`config.mk`:
```
export PLATFORM = sky130hd
export DESIGN_NAME = bcd_calc_core_flat
export DESIGN_NICKNAME = d
export VERILOG_FILES = /design/src/rtl/bcd_calc_core_if.sv /design/src/rtl/bcd_calc_core.sv /design/src/flat_wrapper.sv
export SDC_FILE = /design/constraint.sdc
export NUM_CORES = 1
export LEC_CHECK = 0
export CORE_UTILIZATION = 43
export CTS_CLUSTER_DIAMETER = 80
export DETAILED_ROUTE_END_ITERATION = 12
export GPL_ROUTABILITY_DRIVEN = 0
export PLACE_DENSITY = 0.56
export SLEW_MARGIN = 20
export SYNTH_ARGS = -nofsm -noshare
export SYNTH_HDL_FRONTEND = slang
export SYNTH_SLANG_ARGS = --single-unit
```
`constraint.sdc`:
```
create_clock -name clk_in -period 4.1 [get_ports clk_in]
set_input_delay 0.41 -clock clk_in [delete_from_list [all_inputs] [get_ports clk_in]]
set_output_delay 0.41 -clock clk_in [all_outputs]
set_load 0.02 [all_outputs]
```
`src/rtl/bcd_calc_core_if.sv`:
```
// Button inputs and display outputs of the BCD calculator core.
interface bcd_calc_core_if #(
    parameter int unsigned DIGITS = 4
);
    logic [DIGITS-1:0]   btn_digit;
    logic [3:0]          btn_op;
    logic                btn_clr;
    logic [4*DIGITS-1:0] disp_bcd;
    logic                neg;
    logic                err;
    logic                busy;
    logic                valid;

    modport master (output btn_digit, btn_op, btn_clr,
                    input  disp_bcd, neg, err, busy, valid);
    modport slave  (input  btn_digit, btn_op, btn_clr,
                    output disp_bcd, neg, err, busy, valid);
endinterface

```
`src/rtl/bcd_calc_core.sv`:
```
// BCD calculator core: button debounce, digit entry, iterative add/sub/mul/div
// on two H-digit operands, and double-dabble conversion of the result.
module bcd_calc_core #(
    parameter int unsigned DIGITS     = 4,
    parameter int unsigned DEB_CYCLES = 4
) (
    input  logic           clk_in,
    input  logic           reset,
    bcd_calc_core_if.slave bus
);
    localparam int unsigned H  = DIGITS / 2;
    localparam int unsigned BW = $clog2(10 ** H);
    localparam int unsigned RW = 2 * BW;
    localparam int unsigned NB = DIGITS + 5;
    localparam int unsigned DW = $clog2(DEB_CYCLES + 1);
    localparam int unsigned CW = $clog2(RW + 2);
    localparam int unsigned XW = 4 * DIGITS;

    typedef enum logic [2:0] {S_ENTRY, S_CONV_IN, S_COMPUTE, S_CONV_OUT, S_SHOW} state_e;
    typedef enum logic [1:0] {OP_ADD, OP_SUB, OP_MUL, OP_DIV} op_e;

    logic [NB-1:0]     raw_c, ev_c;
    logic [DW-1:0]     deb_cnt_q [NB];
    logic [DW-1:0]     deb_cnt_d [NB];
    logic [DIGITS-1:0] dig_ev_c;
    logic [3:0]        op_ev_c;
    logic              clr_ev_c;
    op_e               op_sel_c;

    state_e        state_q, state_d;
    op_e           op_q, op_d;
    logic [CW-1:0] cnt_q, cnt_d;
    logic [XW-1:0] entry_q, entry_d, disp_q, disp_d, bcd_q, bcd_d;
    logic [XW-1:0] entry_inc_c, bcd_adj_c;
    logic [BW-1:0] a_q, a_d, b_q, b_d, rem_q, rem_d;
    logic [BW:0]   rem_t_c;
    logic [3:0]    dig_a_c, dig_b_c;
    logic [RW-1:0] acc_q, acc_d, bin_q, bin_d;
    logic          neg_r_q, neg_r_d, err_r_q, err_r_d;
    logic          neg_q, neg_d, err_q, err_d, busy_q, busy_d, valid_q, valid_d;

    assign raw_c    = {bus.btn_clr, bus.btn_op, bus.btn_digit};
    assign dig_ev_c = ev_c[DIGITS-1:0];
    assign op_ev_c  = ev_c[DIGITS+3:DIGITS];
    assign clr_ev_c = ev_c[NB-1];

    // Saturating run-length counters; one event on the sample that reaches DEB_CYCLES
    always_comb begin
        ev_c = '0;
        for (int i = 0; i < NB; i++) begin
            deb_cnt_d[i] = '0;
            if (raw_c[i]) begin
                ev_c[i]      = (deb_cnt_q[i] == DW'(DEB_CYCLES - 1));
                deb_cnt_d[i] = (deb_cnt_q[i] == DW'(DEB_CYCLES)) ? deb_cnt_q[i]
                                                                 : deb_cnt_q[i] + DW'(1);
            end
        end
    end

    // Debounce counter registers
    always_ff @(posedge clk_in) begin
        for (int i = 0; i < NB; i++) begin
            deb_cnt_q[i] <= reset ? '0 : deb_cnt_d[i];
        end
    end

    // Lowest-index op button wins
    always_comb begin
        op_sel_c = OP_DIV;
        if      (op_ev_c[0]) op_sel_c = OP_ADD;
        else if (op_ev_c[1]) op_sel_c = OP_SUB;
        else if (op_ev_c[2]) op_sel_c = OP_MUL;
    end

    // Per-digit modulo-10 increment of the entry register, no carry
    always_comb begin
        entry_inc_c = entry_q;
        for (int i = 0; i < DIGITS; i++) begin
            if (dig_ev_c[i]) begin
                entry_inc_c[4*i +: 4] = (entry_q[4*i +: 4] == 4'd9) ? 4'd0
                                                                    : entry_q[4*i +: 4] + 4'd1;
            end
        end
    end

    // Double-dabble add-3 adjust ahead of each shift
    always_comb begin
        bcd_adj_c = bcd_q;
        for (int i = 0; i < DIGITS; i++) begin
            if (bcd_q[4*i +: 4] >= 4'd5) bcd_adj_c[4*i +: 4] = bcd_q[4*i +: 4] + 4'd3;
        end
    end

    // Next-state and datapath sequencing
    always_comb begin
        state_d = state_q;  op_d    = op_q;    cnt_d   = cnt_q;
        entry_d = entry_q;  disp_d  = disp_q;  bcd_d   = bcd_q;
        a_d     = a_q;      b_d     = b_q;     rem_d   = rem_q;
        acc_d   = acc_q;    bin_d   = bin_q;
        neg_r_d = neg_r_q;  err_r_d = err_r_q;
        neg_d   = neg_q;    err_d   = err_q;
        dig_a_c = '0;       dig_b_c = '0;      rem_t_c = '0;

        case (state_q)
            S_ENTRY, S_SHOW: begin
                if (|op_ev_c) begin
                    op_d    = op_sel_c;
                    state_d = S_CONV_IN;
                    cnt_d   = '0;
                    a_d     = '0;
                    b_d     = '0;
                end else if (|dig_ev_c) begin
                    state_d = S_ENTRY;
                    entry_d = entry_inc_c;
                    disp_d  = entry_inc_c;
                    neg_d   = 1'b0;
                    err_d   = 1'b0;
                end
            end
            S_CONV_IN: begin
                for (int i = 0; i < H; i++) begin
                    if (cnt_q == CW'(i)) begin
                        dig_a_c = entry_q[4*(DIGITS-1-i) +: 4];
                        dig_b_c = entry_q[4*(H-1-i) +: 4];
                    end
                end
                a_d   = a_q * BW'(10) + BW'(dig_a_c);
                b_d   = b_q * BW'(10) + BW'(dig_b_c);
                cnt_d = cnt_q + CW'(1);
                if (cnt_q == CW'(H - 1)) begin
                    state_d = S_COMPUTE;
                    cnt_d   = '0;
                    acc_d   = '0;
                    rem_d   = '0;
                    bin_d   = RW'(a_d);
                end
            end
            S_COMPUTE: begin
                cnt_d = cnt_q + CW'(1);
                case (op_q)
                    OP_ADD: if (cnt_q == '0) acc_d = RW'(a_q) + RW'(b_q);
                    OP_SUB: if (cnt_q == '0) acc_d = (a_q >= b_q) ? RW'(a_q - b_q) : RW'(b_q - a_q);
                    OP_MUL: begin
                        // bin_q holds the left-shifting multiplicand here
                        if (b_q[0]) acc_d = acc_q + bin_q;
                        bin_d = {bin_q[RW-2:0], 1'b0};
                        b_d   = {1'b0, b_q[BW-1:1]};
                    end
                    default: begin
                        // Restoring division: dividend shifts out of a_q, quotient shifts in
                        rem_t_c = {rem_q, a_q[BW-1]};
                        if (rem_t_c >= {1'b0, b_q}) begin
                            rem_d = BW'(rem_t_c - {1'b0, b_q});
                            a_d   = {a_q[BW-2:0], 1'b1};
                        end else begin
                            rem_d = BW'(rem_t_c);
                            a_d   = {a_q[BW-2:0], 1'b0};
                        end
                    end
                endcase
                if (cnt_q == '0) begin
                    neg_r_d = (op_q == OP_SUB) && (a_q < b_q);
                    err_r_d = (op_q == OP_DIV) && (b_q == '0);
                end
                if (cnt_q == CW'(BW - 1)) begin
                    state_d = S_CONV_OUT;
                    cnt_d   = '0;
                    bcd_d   = '0;
                    if (op_q == OP_DIV) bin_d = err_r_q ? '0 : RW'(a_d);
                    else                bin_d = acc_d;
                end
            end
            S_CONV_OUT: begin
                // RW shift cycles, then one cycle that commits the result
                if (cnt_q == CW'(RW)) begin
                    state_d = S_SHOW;
                    disp_d  = bcd_q;
                    neg_d   = neg_r_q;
                    err_d   = err_r_q;
                end else begin
                    {bcd_d, bin_d} = {bcd_adj_c, bin_q} << 1;
                    cnt_d          = cnt_q + CW'(1);
                end
            end
            default: state_d = S_ENTRY;
        endcase

        if (clr_ev_c) begin
            state_d = S_ENTRY;
            entry_d = '0;
            disp_d  = '0;
            neg_d   = 1'b0;
            err_d   = 1'b0;
        end

        busy_d  = (state_d == S_CONV_IN) || (state_d == S_COMPUTE) || (state_d == S_CONV_OUT);
        valid_d = (state_d == S_SHOW);
    end

    // State and datapath registers
    always_ff @(posedge clk_in) begin
        if (reset) begin
            state_q <= S_ENTRY;  op_q    <= OP_ADD;  cnt_q   <= '0;
            entry_q <= '0;       disp_q  <= '0;      bcd_q   <= '0;
            a_q     <= '0;       b_q     <= '0;      rem_q   <= '0;
            acc_q   <= '0;       bin_q   <= '0;
            neg_r_q <= 1'b0;     err_r_q <= 1'b0;
            neg_q   <= 1'b0;     err_q   <= 1'b0;
            busy_q  <= 1'b0;     valid_q <= 1'b0;
        end else begin
            state_q <= state_d;  op_q    <= op_d;    cnt_q   <= cnt_d;
            entry_q <= entry_d;  disp_q  <= disp_d;  bcd_q   <= bcd_d;
            a_q     <= a_d;      b_q     <= b_d;     rem_q   <= rem_d;
            acc_q   <= acc_d;    bin_q   <= bin_d;
            neg_r_q <= neg_r_d;  err_r_q <= err_r_d;
            neg_q   <= neg_d;    err_q   <= err_d;
            busy_q  <= busy_d;   valid_q <= valid_d;
        end
    end

    assign bus.disp_bcd = disp_q;
    assign bus.neg      = neg_q;
    assign bus.err      = err_q;
    assign bus.busy     = busy_q;
    assign bus.valid    = valid_q;
endmodule

```
`src/flat_wrapper.sv`:
```
// flat-port wrapper written by rule: the top's interface ports become plain ports
module bcd_calc_core_flat 
#(
    parameter int unsigned DIGITS     = 4,
    parameter int unsigned DEB_CYCLES = 4
)
  (clk_in, reset, bus_btn_digit, bus_btn_op, bus_btn_clr, bus_disp_bcd, bus_neg, bus_err, bus_busy, bus_valid);
  bcd_calc_core_if #(.DIGITS(DIGITS)) bus_i ();
  input  logic clk_in;
  input  logic reset;
  input wire logic [$bits(bus_i.btn_digit)-1:0] bus_btn_digit;
  input wire logic [$bits(bus_i.btn_op)-1:0] bus_btn_op;
  input wire logic [$bits(bus_i.btn_clr)-1:0] bus_btn_clr;
  output wire logic [$bits(bus_i.disp_bcd)-1:0] bus_disp_bcd;
  output wire logic [$bits(bus_i.neg)-1:0] bus_neg;
  output wire logic [$bits(bus_i.err)-1:0] bus_err;
  output wire logic [$bits(bus_i.busy)-1:0] bus_busy;
  output wire logic [$bits(bus_i.valid)-1:0] bus_valid;
  assign bus_i.btn_digit = bus_btn_digit;
  assign bus_i.btn_op = bus_btn_op;
  assign bus_i.btn_clr = bus_btn_clr;
  assign bus_disp_bcd = bus_i.disp_bcd;
  assign bus_neg = bus_i.neg;
  assign bus_err = bus_i.err;
  assign bus_busy = bus_i.busy;
  assign bus_valid = bus_i.valid;
  bcd_calc_core #(.DIGITS(DIGITS), .DEB_CYCLES(DEB_CYCLES)) u_core (.clk_in(clk_in), .reset(reset), .bus(bus_i));
endmodule
```
==> impl_metrics.yaml, run 1 <==
logic_synthesis:
  ys_seq_area_share_pct: 28.8
  synth_top_family_by_area: "compound AO/OA/AOI/OAI gates"
  synthTopCellsByArea: "dfxtp_1 29%, ha_1 12%, nor2_1 6.0%"
  synthAdderAreaFrac_pct: 14.0
  synth-main-ff-cell: "dfxtp_1"
  yosysWarningCount: 0
  synth-edff-count: 0
  synthXorXnorAreaFrac_pct: 5.25
  syn-cell-area_um2: 9670
  netlist.area_leader.share_pct: 28.8
  synth_cell_types: 79
  ys_ff_latch: 139
  synthMuxAreaShare_pct: 1.84
  synthCells: 1230
  synth_top_area_cell: "dfxtp_1"
  syn-num-nets: 1344
  syn_avg_cell_area_um2: 7.86
  synth-compound-area-share_pct: 24.4
  yosys.area_share.simple_pct: 19.8
  async_reset_ff_share_pct: 0
clock_network:
  cts_root_buf: "clkbuf_16"
  postCtsResizedCells: 0
  clk_latency_ps: 430
  clkTransAtPathRegs_ps: 70
  cts_hold_buf: 0
  post-cts-setup-buffers: 0
  cts_tree: "done"
  cts.sinks: 139
  cts.htree.levels: 4
  clock_path_buffers: 2
  cts_buffers: 17
routing:
  vias: 8808
  first_pass_iters: 5
  wirelength_um: 27900
  detail-route-antenna-nets: 0
  vias_per_cell: 5.76
  drt-initial-drc-count: 686
  wl_per_cell_um: 18.3
  route.detailed.drc: 0
global_routing:
  grt_pass1_vias: 8453
  grt_start_max_net_pins: 62
  antenna_found_initial: 0
  grt_overflow: 0
  grt_usage_pct: 24.8
  grt_pass1_wl_um: 45400
sta:
  post-route-period-util_pct: 80.9
  tns_ps: 0
  slew_headroom_pct: 47.0
  clock.fmax_ghz: 0.301
  rsz0062_at_grt: "false"
  finalMaxSlewViolations: 0
  hold_viol: 0
  fin_skew_ps: 10.6
  period_minus_slack_ps: 3320
  worstMarginPinSlew_ps: 792
  setup_viol: 0
die:
  io_pins: 31
  rows: 54
  fp.coreArea_um2: 22000
  start_util_pct: 44.1
  die_w_um: 152
  die_area_um2: 23100
  die_y_um: 152
worst_setup_path:
  arrival_ps: 3600
  critical_path_class: "register to register"
  required_ps: 4380
  endpoint_kind: "register"
  rr_endpoint: "u_core.bin_q[10]$_SDFFE_PP0P_"
  r2r_cells: 10
  start_kind: "register"
  rrSetupSlack_ps: 780
  path_max_fanout: 11
  reg2reg_from: "u_core.b_q[1]$_SDFFE_PP0P_"
power_and_ir_drop:
  peakVddDrop_v: 0.000236
  combinationalPowerShare_pct: 8.9
  seqPwrFrac_pct: 42.0
  switching_share_pct: 27.4
  switching_power_mw: 0.907
  p_leak_nw: 4.16
  powerDensity_nw_per_um2: 306
  internal-power_mw: 2.41
  power_frac_clock_pct: 49.1
final_layout:
  nFillCells: 2159
  final_layout_size_suffix_gt1_share_pct: 6.24
  area_growth_pct: 11.8
  final_cells: 1530
  fin_util_pct: 49.3
  nets: 1352
  final_cell_mix: "154 x nor2_1, 139 x dfxtp_1, 107 x a21oi_1, 105 x nand2_1, 94 x ha_1"
  layout_commonest_cell: "nor2_1"
  antenna-diode-count: 0
placement:
  hpwl_um: 20700
  port_buffers: 30
  post-place-cells: 1499
hold_path:
  hold_class: "register to register"
  hold_start: "u_core.deb_cnt_q[0][8]$_SDFFE_PP0P_"
  min_path_cells: 2
  hold_end: "u_core.deb_cnt_q[0][7]$_SDFFE_PP0P_"
flow_run:
  maxCapViolCount: 0
outcome:
  status: "complete, no violations"
## routing by layer
metal / wire (µm) / part of all wire (%) / track usage, %
met5: 0 / 0 / 0
met4: 646 / 2.3 / 7.92
met1: 12700 / 45 / 32.5
met2: 12900 / 46 / 40.7
met3: 1710 / 6.1 / 5.05
## cells in the mapped netlist, drive strengths merged (6+ instances only)
library cell,number
a211oi,43
a21o,17
a21oi,108
a221oi,15
a22o,9
a22oi,16
a31oi,15
and3,10
buf,9
clkbuf,51
dfxtp,139
fa,9
ha,94
inv,86
mux2i,14
nand2,106
nand2b,12
nand3,43
nor2,158
nor2b,11
nor3,29
nor3b,9
o211ai,9
o21a,6
o21ai,62
or3,10
xnor2,47
xor2,11
## per-stage QoR
stage | power, mW | area, µm² | setup slack (ps) | hold WS, ps
after floorplan | 1.64 | 9670 | 1180 | 450
after global placement | 1.71 | 10200 | 880 | 471
after detailed placement | 1.71 | 10200 | 835 | 474
after CTS | 3.34 | 10800 | 811 | 492
after global routing | 3.43 | 10800 | 450 | 509
final | 3.31 | 10800 | 782 | 487
## registers in the layout (all words and copies together), names as in the netlist, 2 cells and up
signal / count
u_core.rem_q: 7
u_core.cnt_q: 4
u_core.bus.disp_bcd: 16
u_core.acc_q: 14
u_core.a_q: 7
u_core.state_q: 3
u_core.b_q: 7
u_core.op_q: 2
u_core.bin_q: 14
u_core.entry_q: 16
u_core.bcd_q: 16
u_core.deb_cnt_q: 27
## how the worst max path moves through the flow
stage | from | slack (ps) | cells past startpoint | end
2_1_floorplan | u_core.b_q[1]$_SDFFE_PP0P_ | 1180 | 10 | u_core.acc_q[3]$_SDFFE_PP0P_
3_3_place_gp | u_core.b_q[1]$_SDFFE_PP0P_ | 880 | 10 | u_core.bin_q[10]$_SDFFE_PP0P_
3_5_place_dp | u_core.b_q[1]$_SDFFE_PP0P_ | 840 | 10 | u_core.bin_q[10]$_SDFFE_PP0P_
4_1_cts | u_core.b_q[1]$_SDFFE_PP0P_ | 810 | 10 | u_core.bin_q[10]$_SDFFE_PP0P_
5_1_grt | u_core.b_q[1]$_SDFFE_PP0P_ | 450 | 10 | u_core.bin_q[10]$_SDFFE_PP0P_
6_report | u_core.b_q[1]$_SDFFE_PP0P_ | 780 | 10 | u_core.bin_q[10]$_SDFFE_PP0P_
## critical path, cell delays in order (launching register included)
cell	delay [ps]
dfxtp_1	620
inv_1	250
fa_1	530
a211oi_2	260
or3_1	310
nand2_4	120
o21ai_2	210
a221oi_2	110
a222oi_1	460
a2bb2oi_1	220
a211oi_2	90
## power groups by stage
stage	Sequential, mW	Clock (mW)	Combinational, mW
3_3_place_gp	1.42	0	0.291
6_report	1.39	1.63	0.295
3_5_place_dp	1.42	0	0.290
5_1_grt	1.39	1.71	0.326
2_1_floorplan	1.41	0	0.222
4_1_cts	1.39	1.65	0.293
## kinds of logic (layout without fill, tap and decap cells)
| family | count (synthesis) | count (layout) |
|---|---|---|
| compound gates | 351 | 351 |
| xor+xnor | 58 | 58 |
| fa+ha+maj | 103 | 103 |
| buf+inv | 146 | 166 |
| flops | 139 | 139 |
| mux | 17 | 17 |
| simple gates | 416 | 416 |
## layout make-up
| class | count | area (µm²) | area share (%) |
|---|---|---|---|
| flip-flops and latches | 139 | 2780 | 25.7 |
| repair buffers | 49 | 438 | 4.05 |
| well taps | 280 | 350 | 3.24 |
| clock buffers | 17 | 425 | 3.93 |
| clock inverters | 14 | 176 | 1.63 |
| multi-input cells | 945 | 6320 | 58.4 |
| inverters | 86 | 323 | 2.98 |
(Power assumes the default switching activity.)
==> inputs of run 2 (changes only) <==
- PLACE_DENSITY: 0.56 -> 0.59
- clock period: 4.1 -> 2.7 ns (I/O delays scaled with it)
==> run 2 against run 1 <==
  * The flow now finishes with violations (DRC, setup timing)
  * Sequential cell count is the same
  * Sequential share of layout area decreased by 2.5 points
  * Global-route usage grew 0.31 points
  * Design area rose by 11%
  * Via count increased by 4.7%
  * Combinational power increased by 110%
  * Power up 54%
  * Maximum frequency grew 19%
  * Register-to-register slack got worse by 880 ps
  * Core utilization is 5.5 points higher
  * Clock skew rose by 3.7 ps
  * Wire length increased by 3.9%
  * Highest routed layer unchanged
==> impl_metrics.yaml, run 2 (synthesis gave the netlist of run 1 again) <==
worst_setup_path:
  arrival_ps: 3120
  critical_path_class: "register to register"
  endpoint_kind: "register"
  start_kind: "register"
  required_ps: 3020
  r2r_cells: 12
  path_max_fanout: 5
final_layout:
  layout_commonest_cell: "nor2_1"
  top_register: "u_core.deb_cnt_q"
  largest_reg_flops: 27
  fin_util_pct: 54.8
  nFillCells: 2016
  multi_input_area_um2: 6760
  antenna-diode-count: 0
  final_area_um2: 12000
  seq_area_um2: 2800
  area_growth_pct: 24.4
  nets: 1452
  final_cell_mix: "152 x nor2_1, 130 x dfxtp_1, 114 x buf_4, 105 x nand2_1, 100 x a21oi_1"
  final_layout_size_suffix_gt1_share_pct: 18.7
  final_cells: 1631
placement:
  port_buffers: 30
  hpwl_um: 21600
  post-place-cells: 1590
  place_area_um2: 10900
  pre_cts_slack_ps: -107
routing:
  drt-initial-drc-count: 707
  route.detailed.drc: 2
  vias_per_cell: 5.65
  vias: 9220
  wl_per_cell_um: 17.8
  detail-route-antenna-nets: 0
  wirelength_um: 29000
  first_pass_iters: 9
clock_network:
  cts.sinks: 139
  cts_root_buf: "clkbuf_16"
  cts_tree: "done"
  clkTransAtPathRegs_ps: 70
  cts.htree.levels: 4
  clock_path_buffers: 2
  clk_latency_ps: 440
  cts_buffers: 17
hold_path:
  min_path_cells: 2
  hold_class: "primary input to register"
die:
  die_w_um: 152
  die_area_um2: 23100
  io_pins: 31
  start_util_pct: 44.1
  rows: 54
  fp.coreArea_um2: 22000
  die_y_um: 152
global_routing:
  grt_overflow: 0
  antenna_found_initial: 0
  grt_pass1_vias: 8737
  grt_pass1_wl_um: 46100
  grt_usage_pct: 25.1
  grt_start_max_net_pins: 50
sta:
  worstMarginPinSlew_ps: 757
  tns_ps: -206
  fin_skew_ps: 14.3
  timing.final.ws_setup_ps: -96.4
  post-route-period-util_pct: 104
  rsz0062_at_grt: "true"
  clock.fmax_ghz: 0.358
  holdWs_ps: 235
  finalMaxSlewViolations: 0
  setup_viol: 5
  period_minus_slack_ps: 2800
  hold_viol: 0
  slew_headroom_pct: 49.5
power_and_ir_drop:
  total_power_mw: 5.09
  p_leak_nw: 4.72
  seqPwrFrac_pct: 41.4
  switching_power_mw: 1.43
  switching_share_pct: 28.0
  peakVddDrop_v: 0.000331
  powerDensity_nw_per_um2: 423
  combinationalPowerShare_pct: 12.2
  internal-power_mw: 3.67
  power_frac_clock_pct: 46.5
outcome:
  violations: "DRC, setup timing"
  status: "complete, but fails checks"
flow_run:
  maxCapViolCount: 0
run 2: area by class of cell:
cell class / instances / share of cell area, %
Tap cell: 280 / 2.91
Multi-Input combinational cell: 945 / 56.2
Inverter: 86 / 2.70
Clock inverter: 14 / 1.24
Clock buffer: 18 / 3.57
Timing Repair Buffer: 149 / 10.1
Sequential cell: 139 / 23.3
run 2: critical path: stages, from the launching register on:
cell      delay (ps)
dfxtp_2          320
inv_2             70
ha_4             140
inv_2             40
fa_2             370
a211oi_4         330
or3_4            230
nand2_4           90
mux2_4           330
a21oi_4          150
mux2i_1          260
o311ai_1         130
a32o_1           220
run 2: final timing paths:
| kind | from | endpoint | slack [ps] |
|---|---|---|---|
| setup / recovery | u_core.a_q[0]$_SDFFE_PP0P_ | u_core.acc_q[3]$_SDFFE_PP0P_ | -100 |
| hold / removal | reset | u_core.acc_q[11]$_SDFFE_PP0P_ | 240 |
| setup reg to reg | u_core.a_q[0]$_SDFFE_PP0P_ | u_core.acc_q[3]$_SDFFE_PP0P_ | -100 |
| hold reg to reg | u_core.acc_q[9]$_SDFFE_PP0P_ | u_core.acc_q[9]$_SDFFE_PP0P_ | 480 |
run 2: per-layer routing:
layer  part of all wire (%)  GRT usage (%)  vias up
met2                     46           41.0      242
met3                    4.9           4.96       56
li1                       -              -     4596
met4                    2.6           9.86        0
met5                      0              0        -
met1                     46           32.5     4326
run 2: power by group through the flow:
stage	logic, mW	clock network, mW	registers, mW
after global placement	0.505	0	2.15
after detailed placement	0.510	0	2.15
after floorplan	0.338	0	2.15
final	0.619	2.37	2.11
after CTS	0.540	2.40	2.11
after global routing	0.674	2.49	2.11
run 2: timing repair:
action | in CTS | in global routing
hold buffers | 0 | 0
gates resized for setup | 36 | 65
pin swaps | 26 | 45
setup buffers | 4 | 5
cloned | 0 | 0
endpoints found under the setup margin | 24 | 40
==> inputs of run 3 (changes only) <==
- CORE_MARGIN: not set -> 8
- clock period: 2.7 -> 2.5 ns (I/O delays scaled with it)
==> run 3 against run 2 <==
  * The flow finishes with violations (setup timing)
  * First-iteration DRC count up 11%
  * Critical path depth increased by 4
  * Setup slack worse by 160 ps
  * Global-route usage shrank 3.6 points
  * Design area grew 8.0%
  * Clock skew is 1.9 ps lower
  * Count of clock-buffer cells in the layout down 1
  * Maximum frequency is 1.3% higher
  * Core utilization up 3.3 points
  * Non-clock buffer count increased by 79
  * Critical path type unchanged
  * Critical endpoint is now u_core.acc_q[13]$_SDFFE_PP0P_
  * Largest cell class unchanged
  * Largest power group unchanged
  * Highest routed layer is now met5
==> impl_metrics.yaml, run 3 (synthesis gave the netlist of run 1 again) <==
die:
  io_pins: 31
  rows: 55
  die_w_um: 166
  die_area_um2: 27600
  start_util_pct: 43.3
  die_y_um: 166
  fp.coreArea_um2: 22400
placement:
  post-place-cells: 1659
  place_area_um2: 11500
  pre_cts_slack_ps: -324
  hpwl_um: 22500
  port_buffers: 30
clock_network:
  cts.sinks: 139
  cts_buffers: 17
  clk_latency_ps: 430
  cts_root_buf: "clkbuf_16"
  clock_path_buffers: 2
  cts_tree: "done"
  clkTransAtPathRegs_ps: 70
  cts.htree.levels: 4
  cts_hold_buf: 0
routing:
  wirelength_um: 30300
  detail-route-antenna-nets: 0
  vias_per_cell: 5.60
  drt-initial-drc-count: 786
  vias: 9591
  wl_per_cell_um: 17.7
  first_pass_iters: 5
  route.detailed.drc: 0
worst_setup_path:
  endpoint_kind: "register"
  r2r_cells: 16
  path_max_fanout: 5
  worst_path_most_repeated_cell: "buf_6"
  crit_buf_inv: 7
  slowest_stage: "fa_2"
  cp_slowest_stage_delay_ps: 370
  arrival_ps: 3100
  critical_path_class: "register to register"
  start_kind: "register"
  cp_top_family: "compound AO/OA/AOI/OAI gates"
  path_cells: "inv_4, ha_4, inv_2, fa_2, a211oi_4, nor3_4, buf_6, o32ai_4, o21ai_4, buf_4, buf_6, o21ai_4, buf_6, buf_6, a21oi_1, o211ai_1"
  required_ps: 2840
  worst-path-stages: 16
final_layout:
  final_cell_mix: "181 x buf_4, 151 x nor2_1, 127 x dfxtp_1, 100 x nand2_1, 98 x a21oi_1"
  largest_reg_flops: 27
  final_cells: 1714
  final_area_um2: 13000
  fin_util_pct: 58.1
  antenna-diode-count: 0
  area_growth_pct: 34.3
  top_register: "u_core.deb_cnt_q"
  final_layout_size_suffix_gt1_share_pct: 25.7
  layout_commonest_cell: "buf_4"
  nets: 1531
sta:
  worstMarginPinSlew_ps: 698
  fin_skew_ps: 12.4
  post-route-period-util_pct: 110
  hold_viol: 0
  period_minus_slack_ps: 2760
  holdWs_ps: 326
  slew_headroom_pct: 53.3
  setup_viol: 25
  tns_ps: -3700
  clock.fmax_ghz: 0.362
  rsz0062_at_grt: "true"
  timing.final.ws_setup_ps: -260
  finalMaxSlewViolations: 0
power_and_ir_drop:
  seqPwrFrac_pct: 40.0
  powerDensity_nw_per_um2: 437
  switching_share_pct: 27.5
  power_frac_clock_pct: 46.5
  combinationalPowerShare_pct: 13.5
  p_leak_nw: 5.18
  switching_power_mw: 1.56
  total_power_mw: 5.68
  peakVddDrop_v: 0.000333
  internal-power_mw: 4.12
flow_run:
  maxCapViolCount: 0
global_routing:
  grt_pass1_vias: 9413
  antenna_found_initial: 1
  grt_pass1_wl_um: 48400
  grt_usage_pct: 21.4
  grt_start_max_net_pins: 35
  grt_overflow: 0
hold_path:
  hold_class: "primary input to register"
  min_path_cells: 3
outcome:
  violations: "setup timing"
  status: "complete, but fails checks"
run 3: cell types whose count changed in the layout (fill, tap and decap cells not counted), sizes merged:
cell	before	now
bufinv	1	2
inv	95	93
buf	120	199
clkinv	2	3
clkbuf	18	17
run 3: final timing paths:
kind                                                           start                              endpoint  slack [ps]
worst min register to register  u_core.deb_cnt_q[0][26]$_SDFFE_PP0P_  u_core.deb_cnt_q[0][25]$_SDFFE_PP0P_         490
worst max-delay path                      u_core.a_q[0]$_SDFFE_PP0P_         u_core.acc_q[13]$_SDFFE_PP0P_        -260
worst max register to register            u_core.a_q[0]$_SDFFE_PP0P_         u_core.acc_q[13]$_SDFFE_PP0P_        -260
worst min-delay path                                           reset         u_core.acc_q[10]$_SDFFE_PP0P_         330
run 3: repair_timing:
action,CTS,global route
buffers inserted,13,12
gates cloned,1,0
pin swaps,72,45
endpoints found under the setup margin,39,47
gates resized for setup,84,47
run 3: worst min-delay path, cell delays in order:
cell    delay, ps
buf_2         150
buf_4         210
nor2_1         90
run 3: final cells by class:
cell class                      instances  area, µm²
Clock inverter                         14        180
Fill cell                            2029       9370
Timing Repair Buffer                  228       1890
Sequential cell                       139       2810
Multi-Input combinational cell        945       7000
Clock buffer                           17        425
Inverter                               86        328
Tap cell                              285        357
run 3: metal layers:
layer	global-route usage, %	up-vias	share of wire (%)
li1	-	4745	-
met1	26.7	4503	45
met2	35.2	266	47
met3	3.64	75	4.5
met4	10.9	2	3.9
met5	0	-	0.046
run 3: power groups by stage:
stage | registers, mW | clock network (mW) | logic (mW)
4_1_cts | 2.27 | 2.67 | 0.696
3_5_place_dp | 2.32 | 0 | 0.608
6_report | 2.27 | 2.64 | 0.764
2_1_floorplan | 2.32 | 0 | 0.386
3_3_place_gp | 2.32 | 0 | 0.601
5_1_grt | 2.27 | 2.77 | 0.822
